### src/rtl/eka_mem_arbiter.sv
// Fetch/data sequencer sharing one req/ack memory port for the Eka core; optional ack watchdog under EKA_MEM_ARB_TIMEOUT_EN.
// Latency: fetch ack + 1 commit cycle (+ data ack for loads/stores); stalls indefinitely on a missing ack unless the watchdog is built in.
module eka_mem_arbiter #(
    parameter int          ADDR_WIDTH     = 32,
    parameter logic [31:0] NOP_INSTR      = 32'h0000_0013,
    parameter int          TIMEOUT_CYCLES = 255
) (
    input  logic                  clk,
    input  logic                  reset,
    input  logic [ADDR_WIDTH-1:0] inst_addr,
    input  logic [31:0]           data_addr,
    input  logic [31:0]           mem_wr_data,
    input  logic [3:0]            mem_wr_mask,
    input  logic                  mem_wr,
    input  logic                  mem_rd,
    output logic [31:0]           instruction,
    output logic [31:0]           mem_rd_data,
    output logic                  inst_valid,
    output logic                  data_stall,
    output logic                  bus_req,
    output logic [ADDR_WIDTH-1:0] bus_addr,
    output logic                  bus_wr,
    output logic [3:0]            bus_wr_mask,
    output logic [31:0]           bus_wr_data,
    input  logic                  bus_ack,
    input  logic [31:0]           bus_rd_data,
    output logic                  bus_error
);

    typedef enum logic [1:0] {FETCH, EXEC, DATA, COMMIT} state_t;

    state_t                state, state_nxt;
    logic [31:0]           instr_q, rdata_q;
    logic                  hold;
    logic [ADDR_WIDTH-1:0] addr_q, addr_c;
    logic                  wr_q, wr_c;
    logic [3:0]            mask_q, mask_c;
    logic [31:0]           wdata_q;
    logic                  mem_op, req_c, valid_c, stall_c, ack, tmo;

    assign mem_op = mem_rd | mem_wr;
    assign req_c  = (state == FETCH) || (state == DATA) || (state == EXEC && mem_op);
    assign ack    = bus_req & bus_ack;

    assign addr_c = (state == FETCH) ? inst_addr : ADDR_WIDTH'(data_addr);
    assign wr_c   = (state != FETCH) & mem_wr;
    assign mask_c = wr_c ? mem_wr_mask : 4'b1111;

    // 'hold' marks the cycles after the first of a request: replay the latched
    // command so the bus sees it stable even if the core's inputs wander.
    assign bus_req     = req_c & ~reset;
    assign bus_addr    = hold ? addr_q  : addr_c;
    assign bus_wr      = hold ? wr_q    : wr_c;
    assign bus_wr_mask = hold ? mask_q  : mask_c;
    assign bus_wr_data = hold ? wdata_q : mem_wr_data;

    assign inst_valid  = valid_c & ~reset;
    assign data_stall  = stall_c & ~reset;
    assign instruction = instr_q;
    assign mem_rd_data = rdata_q;

    always_comb begin
        state_nxt = state;
        valid_c   = 1'b0;
        stall_c   = 1'b0;
        case (state)
            FETCH: begin
                if (ack || tmo) state_nxt = EXEC;
            end
            EXEC: begin
                valid_c = 1'b1;
                if (mem_op) begin
                    stall_c   = 1'b1;
                    state_nxt = (ack || tmo) ? COMMIT : DATA;
                end else begin
                    state_nxt = FETCH;
                end
            end
            DATA: begin
                valid_c = 1'b1;
                stall_c = 1'b1;
                if (ack || tmo) state_nxt = COMMIT;
            end
            COMMIT: begin
                valid_c   = 1'b1;
                state_nxt = FETCH;
            end
            default: state_nxt = FETCH;
        endcase
    end

    always_ff @(posedge clk) begin
        if (reset) begin
            state   <= FETCH;
            instr_q <= NOP_INSTR;
            rdata_q <= '0;
            hold    <= 1'b0;
            addr_q  <= '0;
            wr_q    <= 1'b0;
            mask_q  <= 4'b1111;
            wdata_q <= '0;
        end else begin
            state <= state_nxt;
            hold  <= bus_req & ~bus_ack & ~tmo;
            if (!hold) begin
                addr_q  <= addr_c;
                wr_q    <= wr_c;
                mask_q  <= mask_c;
                wdata_q <= mem_wr_data;
            end
            if (state == FETCH) begin
                if (ack)      instr_q <= bus_rd_data;
                else if (tmo) instr_q <= NOP_INSTR;
            end else if (bus_req) begin
                if (ack)      rdata_q <= bus_rd_data;
                else if (tmo) rdata_q <= '0;
            end
        end
    end

`ifdef EKA_MEM_ARB_TIMEOUT_EN
    localparam int CNT_W = $clog2(TIMEOUT_CYCLES + 1);

    logic [CNT_W-1:0] cnt, cnt_cur;
    logic             err_q;

    // Count restarts from zero on the first cycle of every new request.
    assign cnt_cur   = hold ? cnt : '0;
    assign tmo       = bus_req & ~bus_ack & (cnt_cur == CNT_W'(TIMEOUT_CYCLES - 1));
    assign bus_error = err_q;

    always_ff @(posedge clk) begin
        if (reset) begin
            cnt   <= '0;
            err_q <= 1'b0;
        end else begin
            if (bus_req && !bus_ack && !tmo) cnt <= cnt_cur + CNT_W'(1);
            else                             cnt <= '0;
            if (tmo) err_q <= 1'b1;
        end
    end
`else
    assign tmo       = 1'b0;
    assign bus_error = 1'b0;
`endif

endmodule

### config.mk
export PLATFORM = sky130hd
export DESIGN_NAME = eka_mem_arbiter
export DESIGN_NICKNAME = d
export VERILOG_FILES = /design/src/rtl/eka_mem_arbiter.sv
export SDC_FILE = /design/constraint.sdc
export NUM_CORES = 1
export LEC_CHECK = 0
export CAP_MARGIN = 20
export CORE_MARGIN = 4
export CORE_UTILIZATION = 25
export CTS_CLUSTER_SIZE = 28
export DETAILED_ROUTE_END_ITERATION = 6
export PLACE_DENSITY = 0.58
export SETUP_SLACK_MARGIN = 0.3
export SYNTH_ARGS = -nofsm -noshare
export SYNTH_HDL_FRONTEND = slang
export SYNTH_SLANG_ARGS = --single-unit
### constraint.sdc
create_clock -name clk -period 3.04 [get_ports clk]
set_input_delay 0.304 -clock clk [delete_from_list [all_inputs] [get_ports clk]]
set_output_delay 0.304 -clock clk [all_outputs]
set_load 0.03 [all_outputs]
==> out/qor_table.md <==
| Step | Parameter | This run |
| --- | --- | --- |
| worst setup path | Arrival time worst endpoint | 2.28 ns |
| synthesis | Top cell type's share of synthesized area | 47.0% |
| floorplanning | Die height | 160 µm |
| power | Lkg Pwr | 4.04 nW |
| clocking | TritonCTS clock tree | built |
| drt | Via density per instance | 4.21 |
| grt | Number of antenna violations at the first check in global routing | 1 |
| clocking | Root buffer cell | sky130_fd_sc_hd__clkbuf_16 |
| place | Instance area at placement | 8750 µm² |
| min path | Classification of the worst-slack hold path | in -> reg |
| worst setup path | Critical-path cell list | inv_1 > ha_4 > buf_12 > mux2i_1 > o21ai_1 > clkdlybuf4s50_1 |
| grt | Pin count of the biggest net entering global routing | 63 |
| synthesis | Netlist Area Pre-Place | 5790 µm² |
| floorplanning | Initial standard-cell utilization of the core | 25.5% |
| synthesis | Syn nets | 718 |
| sta | Hold_ws | 0.280 ns |
| drt | Final WL | 17.3 mm |
| worst setup path | Req. time, crit path | 2.74 ns |
| drt | Antenna-violating nets left | 0 |
| power | Peak supply drop | 0.286 mV |
| floorplanning | Die outline area | 25700 µm² |
| sta | Final setup fails | 0 |
| worst setup path | Worst setup SP type | flip-flop |
| synthesis | Cells after Synth | 577 |
| place | Number of I/O port buffers | 272 |
| place | Number of placed cells counting well taps | 1101 |
| clocking | Clock slew at reported path FFs | 0.07 ns |
| sta | Final Skew | 0.0126 ns |
| sta | Final period utilization | 84.9% |
| floorplanning | Overall die width | 160 µm |
| worst setup path | Worst Setup Path Type | reg -> out |
| status | Outcome | completed |
| place | HPWL after detailed placement | 12.0 mm |
| synthesis | Main area contributors after synthesis | sky130_fd_sc_hd__dfxtp_1, sky130_fd_sc_hd__mux2_4, sky130_fd_sc_hd__nor2b_1, sky130_fd_sc_hd__mux2_2, sky130_fd_sc_hd__nand2_1 |
| sta | Transition time at the pin with the least slew margin | 0.695 ns |
| sta | Max Transition Viols Final | 0 |
| sta | Remaining max-slew budget at the tightest pin | 53.7% |
| job | Number of maximum-capacitance violations | 0 |
| synthesis | Count of distinct cell types in the synthesized netlist | 33 |
| synthesis | Cell accounting for the most synthesized area | sky130_fd_sc_hd__dfxtp_1 |
| finish | Design Area, Final | 9490 µm² |
| worst setup path | Setup crit end kind | output port |
| clocking | Clock sink count | 136 |
| synthesis | Post-synthesis area per instance | 10.0 µm² |
| drt | Iteration count of the initial detailed-routing pass | 4 |
| clocking | Largest buffer count on any clock path | 2 |
| worst setup path | CP peak stage delay | 0.71 ns |
| finish | Diodes inserted | 0 |
| synthesis | Most repeated cell in the gate-level netlist after synthesis | sky130_fd_sc_hd__dfxtp_1 |
| sta | Final hold vios | 0 |
| worst setup path | Top fanout value on the critical path | 13 |
| synthesis | Async set-or-reset flop fraction in the synthesized netlist | 0% |
| sta | Maximum operating frequency | 387 MHz |
| grt | Number of global-route vias before repair | 4939 |
| synthesis | Dominant register cell in the synthesized netlist | sky130_fd_sc_hd__dfxtp_1 |
| grt | Wire length of the first global-routing pass | 26.8 mm |
| synthesis | Sequential share of the synthesized area | 47.0% |
| finish | Fraction of the core area covered by cells at the end of the flow | 41.8% |
| finish | Synth-to-layout area growth | 63.8% |
| synthesis | Most common library cells after synthesis | sky130_fd_sc_hd__dfxtp_1, sky130_fd_sc_hd__nand2_1, sky130_fd_sc_hd__nor2b_1 |
| synthesis | Yosys warnings | 0 |
| grt | Overflow after GRT | 0 |
| drt | DRC violation count after routing | 0 |
| drt | Count of routing violations after the opening detailed-route iteration | 189 |
| drt | Via count | 4783 |
| sta | Summed negative setup slack over all endpoints | 0 ns |
| sta | Period minus WS final | 2.58 ns |
| clocking | Count of H-tree levels built during CTS | 4 |
| floorplanning | Total core area | 22700 µm² |
| clocking | Clock insertion delay at the later pin of the skew report | 0.41 ns |
| clocking | TritonCTS buffer count | 17 |
| floorplanning | Core Rows | 55 |
| place | GPL Wtd Cong | 0.721 |
| power | Total power density per cell area | 639 nW/µm² |
| grt | Total global-route track usage | 13.1% |
| synthesis | EDFF count, synth | 0 |
| sta | Unrepaired setup endpoints after global routing | false |
| floorplanning | I/O pin count | 274 |
| finish | Share of post-route cells with drive strength above 1 | 14.2% |
| finish | Final standard cell count with taps included and fillers excluded | 1136 |
| clocking | CTS hold repair buffers | 0 |
| synthesis | Register bit total from synthesis | 136 |
| drt | Detail-routed net length per standard cell | 15.2 µm |
| finish | Total number of nets in the final design | 979 |
| worst setup path | Critical-path top delay cell | sky130_fd_sc_hd__clkdlybuf4s50_1 |
## cell usage in the layout (no fill, tap or decap), drive strengths merged, types with 4 or more instances in the layout
master / instances
mux2: 64
clkbuf: 20
o21ai: 36
o21bai: 4
dfxtp: 136
and2b: 31
nand2: 97
nand3b: 4
nor3: 4
clkdlybuf4s50: 251
buf: 13
inv: 7
ha: 4
nor2b: 71
dlymetal6s2s: 18
bufinv: 5
nor2: 7
a21oi: 33
mux2i: 32
## stage by stage
step | power [W] | setup slack, ns
finish | 0.00606 | 0.458
global route | 0.00637 | 0.302
global placement | 0.00378 | 0.486
floorplan | 0.00306 | 1.09
CTS | 0.00618 | 0.350
detailed placement | 0.00378 | 0.505
## layout make-up
class / instances / area [µm²]
well taps: 285 / 357
clock inverters: 12 / 213
flip-flops and latches: 136 / 2730
inverters: 2 / 7.51
fillers: 2223 / 13200
clock buffers: 20 / 447
multi-input cells: 397 / 2810
repair buffers: 284 / 2930
## path summary, 6_finish.rpt
| path | cells after the start | end | slack (ns) | from |
|---|---|---|---|---|
| worst min register to register | 2 | instruction[16] | 0.45 | instruction[16] |
| worst min-delay path | 2 | addr_q[11] | 0.28 | reset |
| worst max register to register | 6 | mem_rd_data[30] | 1.09 | flip-flop |
| worst max-delay path | 6 | bus_addr[4] | 0.46 | state[0] |
## layer usage
metal | track usage (%) | vias up | wire length [µm]
met2 | 20.6 | 186 | 7740
met5 | 0 | - | 20
li1 | - | 2434 | -
met1 | 16.4 | 2145 | 7740
met3 | 5.91 | 16 | 1570
met4 | 3.64 | 2 | 198
## power by group
part | switching, W | internal (W)
clock network | 0.000831 | 0.00150
logic | 0.000917 | 0.000833
registers | 0.0000500 | 0.00193
total | 0.00180 | 0.00426
## critical path: cells and delay by family (launching register included)
family	cells	cell delay, ns
adders and majority gates	1	0.26
muxes	1	0.08
DFF	1	0.32
buffers and inverters	3	1.06
AOI/OAI and AO/OA	1	0.15
## registers in the layout, summed over array words and instances (netlist names), named ones only
| name | flops |
|---|---|
| hold | 1 |
| instruction | 32 |
| state | 1 |
| wdata_q | 32 |
| mask_q | 4 |
| mem_rd_data | 32 |
| addr_q | 32 |
| wr_q | 1 |
## what timing repair did
item	CTS	global route
pin swaps	1	0
resized for setup	3	18
setup endpoints to repair	38	18
setup buffers	3	0
## cell families after synthesis
| group | Yosys count | share of synthesized area, % |
|---|---|---|
| AO/OA/AOI/OAI | 76 | 7.19 |
| adder cells (fa/ha/maj) | 4 | 0.864 |
| buffers and inverters | 44 | 4.69 |
| flip-flops | 136 | 47.0 |
| multiplexers | 96 | 19.9 |
| other | 1 | 0.0647 |
| AND/OR/NAND/NOR | 220 | 20.3 |
No activity file was read; power rests on OpenSTA's default activity.
